--- src/rtl/alu_pkg.sv ---
// Shared constants for the ALU issue stage: AluOP codes, MIPS opcode/funct
// values and the EX pipeline register layout with its bubble value.
package alu_pkg;

    localparam logic [3:0] ALU_SLL  = 4'b0000;
    localparam logic [3:0] ALU_SRA  = 4'b0001;
    localparam logic [3:0] ALU_SRL  = 4'b0010;
    localparam logic [3:0] ALU_MULU = 4'b0011;
    localparam logic [3:0] ALU_DIVU = 4'b0100;
    localparam logic [3:0] ALU_ADD  = 4'b0101;
    localparam logic [3:0] ALU_SUB  = 4'b0110;
    localparam logic [3:0] ALU_AND  = 4'b0111;
    localparam logic [3:0] ALU_OR   = 4'b1000;
    localparam logic [3:0] ALU_XOR  = 4'b1001;
    localparam logic [3:0] ALU_NOR  = 4'b1010;
    localparam logic [3:0] ALU_SLT  = 4'b1011;
    localparam logic [3:0] ALU_SLTU = 4'b1100;

    localparam logic [5:0] OP_RTYPE = 6'h00;
    localparam logic [5:0] OP_BEQ   = 6'h04;
    localparam logic [5:0] OP_BNE   = 6'h05;
    localparam logic [5:0] OP_ADDI  = 6'h08;
    localparam logic [5:0] OP_ADDIU = 6'h09;
    localparam logic [5:0] OP_SLTI  = 6'h0A;
    localparam logic [5:0] OP_SLTIU = 6'h0B;
    localparam logic [5:0] OP_ANDI  = 6'h0C;
    localparam logic [5:0] OP_ORI   = 6'h0D;
    localparam logic [5:0] OP_XORI  = 6'h0E;
    localparam logic [5:0] OP_LUI   = 6'h0F;
    localparam logic [5:0] OP_LW    = 6'h23;
    localparam logic [5:0] OP_SW    = 6'h2B;

    localparam logic [5:0] FN_SLL   = 6'h00;
    localparam logic [5:0] FN_SRL   = 6'h02;
    localparam logic [5:0] FN_SRA   = 6'h03;
    localparam logic [5:0] FN_SRAV  = 6'h07;
    localparam logic [5:0] FN_MULTU = 6'h19;
    localparam logic [5:0] FN_DIVU  = 6'h1B;
    localparam logic [5:0] FN_ADD   = 6'h20;
    localparam logic [5:0] FN_ADDU  = 6'h21;
    localparam logic [5:0] FN_SUB   = 6'h22;
    localparam logic [5:0] FN_SUBU  = 6'h23;
    localparam logic [5:0] FN_AND   = 6'h24;
    localparam logic [5:0] FN_OR    = 6'h25;
    localparam logic [5:0] FN_XOR   = 6'h26;
    localparam logic [5:0] FN_NOR   = 6'h27;
    localparam logic [5:0] FN_SLT   = 6'h2A;
    localparam logic [5:0] FN_SLTU  = 6'h2B;

    typedef struct packed {
        logic        valid;
        logic [3:0]  aluop;
        logic [31:0] a;
        logic [31:0] b;
        logic [4:0]  shamt;
        logic        illegal;
    } ex_reg_t;

    localparam ex_reg_t EX_BUBBLE = '{valid: 1'b0, aluop: ALU_ADD, a: 32'd0,
                                      b: 32'd0, shamt: 5'd0, illegal: 1'b0};

endpackage

--- src/rtl/alu_op_decode.sv ---
// Combinational MIPS decode into AluOP, operand A/B and shamt; flags
// undecodable words and the slow multiply/divide ops.
module alu_op_decode
    import alu_pkg::*;
(
    input  logic [31:0] instr,
    input  logic [31:0] rs_data,
    input  logic [31:0] rt_data,
    output logic [3:0]  aluop,
    output logic [31:0] a,
    output logic [31:0] b,
    output logic [4:0]  shamt,
    output logic        illegal,
    output logic        is_md
);

    logic [5:0]  opcode;
    logic [5:0]  funct;
    logic [4:0]  sa;
    logic [31:0] imm_sx;
    logic [31:0] imm_zx;

    assign opcode = instr[31:26];
    assign funct  = instr[5:0];
    assign sa     = instr[10:6];
    assign imm_sx = {{16{instr[15]}}, instr[15:0]};
    assign imm_zx = {16'd0, instr[15:0]};

    always_comb begin
        aluop   = ALU_ADD;
        a       = rs_data;
        b       = rt_data;
        shamt   = 5'd0;
        illegal = 1'b0;
        is_md   = 1'b0;
        if (opcode == OP_RTYPE) begin
            unique case (funct)
                FN_SLL:            begin aluop = ALU_SLL; shamt = sa; end
                FN_SRL:            begin aluop = ALU_SRL; shamt = sa; end
                // Arithmetic shifts take the distance on A, not shamt.
                FN_SRA:            begin aluop = ALU_SRA; a = {27'd0, sa}; end
                FN_SRAV:           begin aluop = ALU_SRA; a = {27'd0, rs_data[4:0]}; end
                FN_MULTU:          begin aluop = ALU_MULU; is_md = 1'b1; end
                FN_DIVU:           begin aluop = ALU_DIVU; is_md = 1'b1; end
                FN_ADD, FN_ADDU:   aluop = ALU_ADD;
                FN_SUB, FN_SUBU:   aluop = ALU_SUB;
                FN_AND:            aluop = ALU_AND;
                FN_OR:             aluop = ALU_OR;
                FN_XOR:            aluop = ALU_XOR;
                FN_NOR:            aluop = ALU_NOR;
                FN_SLT:            aluop = ALU_SLT;
                FN_SLTU:           aluop = ALU_SLTU;
                default:           illegal = 1'b1;
            endcase
        end else begin
            unique case (opcode)
                OP_ADDI, OP_ADDIU,
                OP_LW, OP_SW:      begin aluop = ALU_ADD;  b = imm_sx; end
                OP_SLTI:           begin aluop = ALU_SLT;  b = imm_sx; end
                OP_SLTIU:          begin aluop = ALU_SLTU; b = imm_sx; end
                OP_ANDI:           begin aluop = ALU_AND;  b = imm_zx; end
                OP_ORI:            begin aluop = ALU_OR;   b = imm_zx; end
                OP_XORI:           begin aluop = ALU_XOR;  b = imm_zx; end
                OP_LUI:            begin aluop = ALU_SLL;  b = imm_zx; shamt = 5'd16; end
                OP_BEQ, OP_BNE:    aluop = ALU_SUB;
                default:           illegal = 1'b1;
            endcase
        end
        if (illegal) begin
            aluop = ALU_ADD;
            a     = 32'd0;
            b     = 32'd0;
            shamt = 5'd0;
            is_md = 1'b0;
        end
    end

endmodule

--- src/rtl/alu_issue_stage.sv ---
// ID/EX pipeline register feeding the ALU, with flush/stall handling and a
// residency counter that holds MULTU/DIVU in EX for MD_CYCLES cycles.
module alu_issue_stage
    import alu_pkg::*;
#(
    parameter int MD_CYCLES = 4
) (
    input  logic        clk,
    input  logic        rst_n,
    input  logic        id_valid,
    input  logic [31:0] id_instr,
    input  logic [31:0] id_rs_data,
    input  logic [31:0] id_rt_data,
    input  logic        ex_stall,
    input  logic        flush,
    output logic        id_ready,
    output logic        ex_valid,
    output logic [3:0]  ex_aluop,
    output logic [31:0] ex_a,
    output logic [31:0] ex_b,
    output logic [4:0]  ex_shamt,
    output logic        ex_illegal,
    output logic        ex_md_busy
);

    localparam logic [3:0] MD_LOAD = 4'(MD_CYCLES - 1);

    ex_reg_t    ex_q, ex_d, dec;
    logic [3:0] md_cnt_q, md_cnt_d;
    logic       dec_is_md;

    alu_op_decode u_decode (
        .instr   (id_instr),
        .rs_data (id_rs_data),
        .rt_data (id_rt_data),
        .aluop   (dec.aluop),
        .a       (dec.a),
        .b       (dec.b),
        .shamt   (dec.shamt),
        .illegal (dec.illegal),
        .is_md   (dec_is_md)
    );
    assign dec.valid = id_valid;

    // Valid/ready: an ID word transfers on a posedge where id_valid and
    // id_ready are both high and flush is low; flush drops it silently.
    assign ex_md_busy = (md_cnt_q != 4'd0);
    assign id_ready   = rst_n & ~ex_stall & ~ex_md_busy;

    always_comb begin
        ex_d     = ex_q;
        md_cnt_d = md_cnt_q;
        if (flush) begin
            ex_d     = EX_BUBBLE;
            md_cnt_d = 4'd0;
        end else if (ex_md_busy) begin
            // The hold ignores ex_stall so residency is exactly MD_CYCLES.
            md_cnt_d = md_cnt_q - 4'd1;
        end else if (!ex_stall) begin
            if (id_valid) begin
                ex_d     = dec;
                md_cnt_d = dec_is_md ? MD_LOAD : 4'd0;
            end else begin
                ex_d = EX_BUBBLE;
            end
        end
    end

    always_ff @(posedge clk) begin
        if (!rst_n) begin
            ex_q     <= EX_BUBBLE;
            md_cnt_q <= 4'd0;
        end else begin
            ex_q     <= ex_d;
            md_cnt_q <= md_cnt_d;
        end
    end

    assign ex_valid   = ex_q.valid;
    assign ex_aluop   = ex_q.aluop;
    assign ex_a       = ex_q.a;
    assign ex_b       = ex_q.b;
    assign ex_shamt   = ex_q.shamt;
    assign ex_illegal = ex_q.illegal;

endmodule

--- config.mk ---
export PLATFORM = sky130hd
export DESIGN_NAME = alu_issue_stage
export DESIGN_NICKNAME = d
export VERILOG_FILES = /design/src/rtl/alu_pkg.sv /design/src/rtl/alu_op_decode.sv /design/src/rtl/alu_issue_stage.sv
export SDC_FILE = /design/constraint.sdc
export NUM_CORES = 1
export LEC_CHECK = 0
export ABC_AREA = 1
export BUFFER_PORTS_ARGS = -buffer_cell sky130_fd_sc_hd__buf_4
export CORE_AREA = 10 10 95 114
export DETAILED_ROUTE_END_ITERATION = 10
export DIE_AREA = 0 0 105 124
export GPL_TIMING_DRIVEN = 1
export PLACE_DENSITY = 0.91
export SLEW_MARGIN = 10
export SYNTH_ARGS = -nofsm -noshare
export SYNTH_HDL_FRONTEND = slang
export SYNTH_SLANG_ARGS = --single-unit
--- constraint.sdc ---
create_clock -name clk -period 5.2 [get_ports clk]
set_clock_uncertainty 0.1 [all_clocks]
set_input_delay 0 -clock clk [delete_from_list [all_inputs] [get_ports clk]]
set_output_delay 0 -clock clk [all_outputs]
set_load 0.02 [all_outputs]
Word level (Yosys, flattened, before mapping)
Index checks and enable logic that the tools add are counted.
Storage, ports and cells
  register bits after elaboration: 79
  output and inout port bits: 77
  word-level logic and storage cells: 82
Operators by class
  add/subtract/negate cells: 1
  eq/ne operators: 28
  muxes and demuxes: 25
  bitwise operators: 5
  reductions and logical operators: 16
Operator list (number)
  two-way mux 32 bit: 4
  case mux 32 bit (2 select lines): 2
  two-way mux 75 bit: 1
  equality test 6 bit (second input constant): 12
  equality test 6 x 4 -> 1 bit (second input constant): 8
  case mux 4 bit (12 select lines): 1
  case mux 4 bit (7 select lines): 1
  two-way mux 4 bit: 5
  two-way mux 5 bit: 4
  equality test 6 x 3 -> 1 bit (second input constant): 3
  OR reduction 16 bit: 1
  equality test 6 x 2 -> 1 bit (second input constant): 2
  equality test 6 x 5 -> 1 bit (second input constant): 2
  logical NOT 6 bit: 2
  OR reduction 12 bit: 1
  OR reduction 2 bit: 6
  two-way mux 1 bit: 6
  OR reduction 6 bit: 1
  AND reduction 2 bit: 2
  nonzero test 4 bit: 1
  OR reduction 4 bit: 1
  subtractor 4 x 1 -> 4 bit (second input constant): 1
  NOT 1 bit: 3
  bitwise AND 1 bit: 2
  other kinds (3): 3

Longest topological paths before layout
Gate-level depths: netlist of run 1.
  depth in word-level cells: 9
  depth in mapped cells: 14
  gate-level depth less buffers: 13

Modules after synthesis
From an unflattened synthesis of run 1, not the netlist that was laid out.
Unflattened totals
  cells, all modules: 696
  area, all modules: 5366.4 um^2
By module, submodules not included
  alu_issue_stage: instances 1, cells an instance 372, area each 3473.3 um^2
  alu_op_decode: instances 1, cells an instance 324, area each 1893.1 um^2

Worst setup path before layout of run 1
No wires, ideal clock.
  kind: flip-flop to flip-flop
  from: register md_cnt_q[0]
  to: register ex_q, in the netlist ex_a[3]
  setup time: 0.070 ns
  arrival: 1.618 ns
  data required time: 5.030 ns
  path slack: 3.412 ns
  stages on the path, launching flop included: 11
  path buffers: 2
  period minus slack after synthesis: 1.788 ns
  cell sequence: dfxtp_1 -> inv_1 -> ha_1 -> nand2_2 -> nor2_4 -> inv_2 -> nor2_2 -> buf_4 -> buf_4 -> nand4_1 -> a21oi_1
On the way
  word-level cells in the longest chain between the ends: 3
RTL lines
  start, declared: line alu_issue_stage.sv:29  | logic [3:0] md_cnt_q, md_cnt_d;
  start signal, assigned: line alu_issue_stage.sv:75  | md_cnt_q <= md_cnt_d;
  nonzero test 4 bit: line alu_issue_stage.sv:47  | assign ex_md_busy = (md_cnt_q != 4'd0);
  via ex_md_busy: line alu_issue_stage.sv:23  | output logic ex_md_busy
  NOT 1 bit (no line)
  AND reduction 2 bit (no line)
  end signal, assigned: line alu_issue_stage.sv:71  | ex_q <= EX_BUBBLE;
  end signal, assigned: line alu_issue_stage.sv:74  | ex_q <= ex_d;
  end, declared: line alu_issue_stage.sv:28  | ex_reg_t ex_q, ex_d, dec;
The timed path passes the listed nets, and every way through them passes these cells.
A chain may end at the register's enable or synchronous reset.

Final worst setup path of run 1
  from: input id_instr[26]
  to: register ex_q, in the netlist ex_aluop[0]
On the way
  word-level cells in the longest chain between the ends: 6
RTL lines
  start, declared: line alu_issue_stage.sv:11  | input logic [31:0] id_instr,
  equality test 6 x 3 -> 1 bit (tied with other cells): line alu_op_decode.sv:56  | unique case (opcode)
  OR reduction 2 bit / OR reduction 12 bit (equally long branches)
  case mux 4 bit (7 select lines) / two-way mux 1 bit (equally long branches): line alu_op_decode.sv:56
  two-way mux 4 bit / two-way mux 1 bit (equally long branches): line alu_op_decode.sv:36  | if (opcode == OP_RTYPE) begin
  two-way mux 4 bit (*): line alu_op_decode.sv:69  | if (illegal) begin
  two-way mux 75 bit (*): line alu_issue_stage.sv:60  | if (id_valid) begin
Mark *: on every way between the ends. The rest lies on a longest branch, timed or not.

==> out/qor.csv, run 1 <==
metric,value,unit
status,finished with violations,
violations,negative hold slack,
synthCells,658,
netlist.area_leader.share,0.371,
startpoint,id_instr[26],
critical_path_arrival,3.16,ns
fin_crit_sh,0.567,
start_util,0.500,
max_stage_delay,0.71,ns
final_nets,970,
syn2layout_area_growth,48.8,%
grt_remaining_overflow,0,
cts_buffer_depth,2,
cp_max_fo,65,
vias_per_cell,5.60,
worst_ir_drop_vdd,0.222,mV
root_buffer,clkbuf_8,
yosysWarnings,0,
final_cell_mix,"buf_4 (172), nand2_1 (132), nor2_1 (89)",
core_area,8520,sq um
vias,5546,
synth_seq_cells,79,
final_area,6340,sq um
synth_fp_nets,760,
synthTopCellsByArea,"dfxtp_1 (37%), nand2_1 (12%), nand4_1 (10%), a21oi_1 (9.3%), nor2_1 (7.8%)",
drtAntennaViolNets,0,
dieArea,13000,sq um
dp_hpwl,10300,um
path_clk_slew,0.08,ns
cts_tree,yes,
hold_path_class,in2reg,
finalMaxSlewViolations,0,
drive_gt1_frac,0.225,
drt-initial-drc-count,433,
final_cells,991,
routedWlPerCell,17.2,um
fill_cells,661,
clk_latency,0.36,ns
endpoint_kind,flop,
numCtsBuffers,9,
ys_types,23,
yosysTopAreaCell,dfxtp_1,
power.density,228,nW/um^2
finalHoldViolations,1,
cp_common_cell,nand2_1,
regToRegStartpoint,md_cnt_q[0],
tns,0,ns
grt_start_max_net_pins,76,
hold_start,id_rt_data[29],
slowest_stage,nand2_2,
setup.worst_path.class,in2reg,
boundaryPins,178,
fp.dieW,105,um
fp.dieH,124,um
synthesis.area,4260,sq um
setup_viol,0,
first_global_vias,5530,
placed_cells,900,
place_congestion,0.922,
antenna_found_initial,3,
startpoint_type,input port,
final_common_cell,buf_4,
max_freq,0.339,GHz
drt_pass1_iterations,7,
syn_area_per_cell,6.47,sq um
placed_area,5440,sq um
numPortBuffers,167,
power.leakage,2.82,nW
grt_setup_unrepaired,false,
routed_wl,17100,um
slew_headroom,0.163,
min_period,2.95,ns
setup_ws,2.25,ns
post-place-ws,2.56,ns
htreeDepth,3,
yosysSeqAreaShare,0.371,
clock-sinks,79,
worstMarginPinSlew,1.25,ns
drc,0,
whs,-0.00159,ns
grt_pass1_wl,26600,um
required,5.41,ns
rows,37,
grt_usage,0.251,
maxCapViolCount,0,
path_cells,"dlygate4sd3_1, buf_4, nor2_1, nand3_1, nor2_1, nand2_1, nor2_1, nand2_2, nand2_1, nor2_1, nand2_1, nand2_1, nand2_1",
-- Yosys cell counts --
cell type and count:
nand4_1 69, nand2_2 2, nor2_4 3, nor2_1 89, buf_6 6, or2_2 1
nand3_1 32, xnor2_1 2, a21oi_1 79, ha_1 1, o21ai_0 25, nor3_1 7
buf_4 5, o22ai_1 1, o211ai_1 1, buf_2 17, clkbuf_1 19, inv_2 1
clkinv_1 1, dfxtp_1 79, nand2_1 133, inv_1 80, nor2_2 5
-- final timing paths --
kind                 endpoint  slack [ns]  depth (start not counted)
hold reg to reg      ex_b[19]        0.37                          2
hold / removal       ex_b[29]      -0.002                          5
setup reg to reg     ex_b[13]        2.43                          9
setup / recovery  ex_aluop[0]        2.25                         13
-- sequential cells by signal, indices dropped and copies added, names as in the netlist --
name        flops
ex_illegal      1
ex_aluop        4
ex_shamt        5
ex_a           32
md_cnt_q        4
ex_b           32
ex_valid        1
-- where the power goes --
part           leakage, nW  total, W  switching [W]  internal (W)
Sequential           0.637  0.000624     0.00000768      0.000617
Clock               0.0696  0.000390       0.000220      0.000169
Combinational         2.12  0.000429       0.000265      0.000164
-- logic make-up after synthesis --
kind of cell,count (synthesis),synth area share
AOI/OAI and AO/OA,106,0.125
buffers and inverters,129,0.134
and+or+nand+nor,341,0.363
DFF,79,0.371
adders and majority gates,1,0.00294
xor gates and xnor gates,2,0.00411
-- metal layers --
| metal | global-route usage | vias to the layer above | part of all wire |
|---|---|---|---|
| li1 | - | 2573 | - |
| met1 | 0.261 | 2515 | 0.36 |
| met2 | 0.429 | 346 | 0.50 |
| met3 | 0.0424 | 112 | 0.058 |
| met4 | 0.235 | 0 | 0.082 |
| met5 | 0 | - | 0 |
-- worst max-delay path: cells and delay by family --
kind	cells	cell delay, ns
buf+inv	2	0.71
simple gates	11	2.40
-- timing repair --
item / in CTS / in global routing
resized for setup: 0 / 0
buffers inserted: 0 / 0
hold buffers: 74 / 0
endpoints found under the hold margin: 71 / 0
-- cell type report --
cell class,instances,area (sq um),share of cell area
Antenna cell,3,7.51,0.00118
Clock buffer,13,139,0.0219
Clock inverter,1,7.51,0.00118
Inverter,82,308,0.0486
Multi-Input combinational cell,450,2120,0.334
Sequential cell,79,1580,0.250
Tap cell,117,146,0.0231
Timing Repair Buffer,246,2030,0.321
-- through the flow --
stage	power, W	util
3_3_place_gp	0.000992	0.639
5_1_grt	0.00150	0.744
6_report	0.00144	0.744
3_5_place_dp	0.00100	0.639
4_1_cts	0.00143	0.743
2_1_floorplan	0.000884	-
Power figures use the tool's default switching activity.
==> run 2: changes to the inputs <==
--- a/config.mk
+++ b/config.mk
@@ -7,11 +7,11 @@
 export LEC_CHECK = 0
 export ABC_AREA = 1
 export BUFFER_PORTS_ARGS = -buffer_cell sky130_fd_sc_hd__buf_4
-export CORE_AREA = 10 10 95 114
+export CORE_AREA = 10 10 101 121
 export DETAILED_ROUTE_END_ITERATION = 10
-export DIE_AREA = 0 0 105 124
+export DIE_AREA = 0 0 111 131
 export GPL_TIMING_DRIVEN = 1
-export PLACE_DENSITY = 0.91
+export PLACE_DENSITY = 0.85
 export SLEW_MARGIN = 10
 export SYNTH_ARGS = -nofsm -noshare
 export SYNTH_HDL_FRONTEND = slang
==> constraint.sdc (replaced) <==
create_clock -name clk -period 2.4 [get_ports clk]
set_clock_uncertainty 0.1 [all_clocks]
set_input_delay 0 -clock clk [delete_from_list [all_inputs] [get_ports clk]]
set_output_delay 0 -clock clk [all_outputs]
set_load 0.02 [all_outputs]
==> run 2 against run 1 <==
The run still ends with negative hold slack left; routed wire length shrank 6.4%; utilization is 9.3 points lower; sequential power up 120%; via count down 7.0%; cell count shrank 0.10%; total power is 150% higher; sequential cell count unchanged; global-route usage down 4.0 points; critical path type is now reg2out.
==> out/qor.csv, run 2 (synthesis results as in run 1) <==
metric,value,unit,change
drc,0,,unchanged
grt_start_max_net_pins,76,,unchanged
clk_latency,0.33,ns,-0.03 ns
slew_headroom,0.608,,+0.445
worst_ir_drop_vdd,0.457,mV,+110%
max_freq,0.450,GHz,
place_congestion,0.864,,-6.3%
finish.utilization,0.651,,-0.0935
routedWlPerCell,16.1,um,-6.3%
routed_wl,16000,um,-6.4%
status,finished with violations,,
vias_per_cell,5.21,,-6.9%
grt_usage,0.211,,-0.0402
htreeDepth,3,,unchanged
grt_pass1_wl,25500,um,-4.4%
syn2layout_area_growth,50.6,%,
rows,40,,+8.1%
dp_hpwl,10300,um,about the same
numCtsBuffers,9,,unchanged
finalHoldViolations,1,,unchanged
startpoint_type,flop,,
fp.dieW,111,um,+5.7%
dieArea,14500,sq um,+12%
grt_setup_unrepaired,false,,
root_buffer,clkbuf_16,,
numPortBuffers,167,,unchanged
setup_viol,0,,unchanged
required,2.30,ns,-3.11 ns
hold_start,id_rt_data[2],,
fp.dieH,131,um,+5.6%
path_clk_slew,0.06,ns,-0.02 ns
drt_pass1_iterations,5,,-2
finalMaxSlewViolations,0,,unchanged
final_common_cell,buf_4,,
min_period,2.22,ns,
drive_gt1_frac,0.237,,+0.0122
regToRegStartpoint,md_cnt_q[0],,
drt-initial-drc-count,389,,-10%
placed_area,5540,sq um,+1.8%
power.leakage,2.87,nW,+1.8%
power.density,562,nW/um^2,+150%
whs,-0.000405,ns,+0.00119 ns
cts_buffer_depth,2,,unchanged
grt_remaining_overflow,0,,unchanged
hold_path_class,in2reg,,
cp_max_fo,75,,+15%
core_area,9860,sq um,+16%
fin_crit_sh,0.927,,
final_nets,963,,-0.72%
final_cells,990,,-0.10%
maxCapViolCount,0,,unchanged
placed_cells,917,,+1.9%
drtAntennaViolNets,0,,unchanged
critical_path_arrival,2.12,ns,-1.04 ns
antenna_cells,0,,-3
antenna_found_initial,0,,-3
boundaryPins,178,,unchanged
setup.worst_path.class,reg2out,,
violations,negative hold slack,,
startpoint,md_cnt_q[0],,
cts_setup_buffers,0,,unchanged
start_util,0.432,,-0.0680
fill_cells,800,,+21%
first_global_vias,5086,,-8.0%
vias,5156,,-7.0%
final_area,6410,sq um,+1.2%
final_cell_mix,"buf_4 (177), nand2_1 (132), nor2_1 (89)",,
cts_tree,yes,,
post-place-ws,0.272,ns,-2.28 ns
setup_ws,0.176,ns,-2.07 ns
worstMarginPinSlew,0.588,ns,-0.663 ns
endpoint_kind,output pin,,
tns,0,ns,unchanged
clock-sinks,79,,unchanged
[run 2: cell type report]
| class | instances | area, sq um | area share |
|---|---|---|---|
| repair buffers | 239 | 1970 | 0.307 |
| multi-input cells | 450 | 2120 | 0.330 |
| well taps | 126 | 158 | 0.0246 |
| flip-flops and latches | 79 | 1580 | 0.247 |
| clock inverters | 1 | 30.0 | 0.00468 |
| inverters | 82 | 308 | 0.0480 |
| clock buffers | 13 | 250 | 0.0390 |
[run 2: path summary, 6_finish.rpt]
| check | endpoint | slack, ns | depth (start not counted) |
|---|---|---|---|
| hold reg to reg | ex_a[10] | 0.36 | 2 |
| hold / removal | ex_b[2] | -0.0004 | 5 |
| setup reg to reg | ex_a[27] | 0.28 | 8 |
| setup / recovery | id_ready | 0.18 | 8 |
[run 2: what timing repair did]
item / 4_1_cts / 5_1_grt
hold endpoints to repair: 62 / 0
gates resized for setup: 0 / 1
hold buffers: 59 / 0
setup endpoints to repair: 0 / 2
[run 2: per-layer routing]
layer | GRT usage | vias up | part of all wire
met4 | 0.143 | 0 | 0.049
met3 | 0.0529 | 62 | 0.071
li1 | - | 2552 | -
met2 | 0.363 | 240 | 0.51
met5 | 0 | - | 0
met1 | 0.226 | 2302 | 0.38
[run 2: worst max-delay path, stage by stage, from the launching register on]
cell and delay (ns):
dfxtp_1 0.35, inv_1 0.08, ha_1 0.26, nand2_2 0.16, nor2_4 0.09, inv_2 0.09
buf_6 0.44, nor2_1 0.08, buf_4 0.18
[run 2: power breakdown]
group	internal [W]	total, W	switching [W]
logic	0.000362	0.000923	0.000561
registers	0.00134	0.00136	0.0000170
clock network	0.000824	0.00133	0.000503
total	0.00252	0.00361	0.00108
[run 2: metrics by stage]
step / power, W / hold slack, ns
after global placement: 0.00220 / 0.147
after detailed placement: 0.00220 / 0.152
after global routing: 0.00377 / 0.0209
after floorplan: 0.00191 / 0.0322
final: 0.00361 / -0.000405
after CTS: 0.00361 / 0.00200
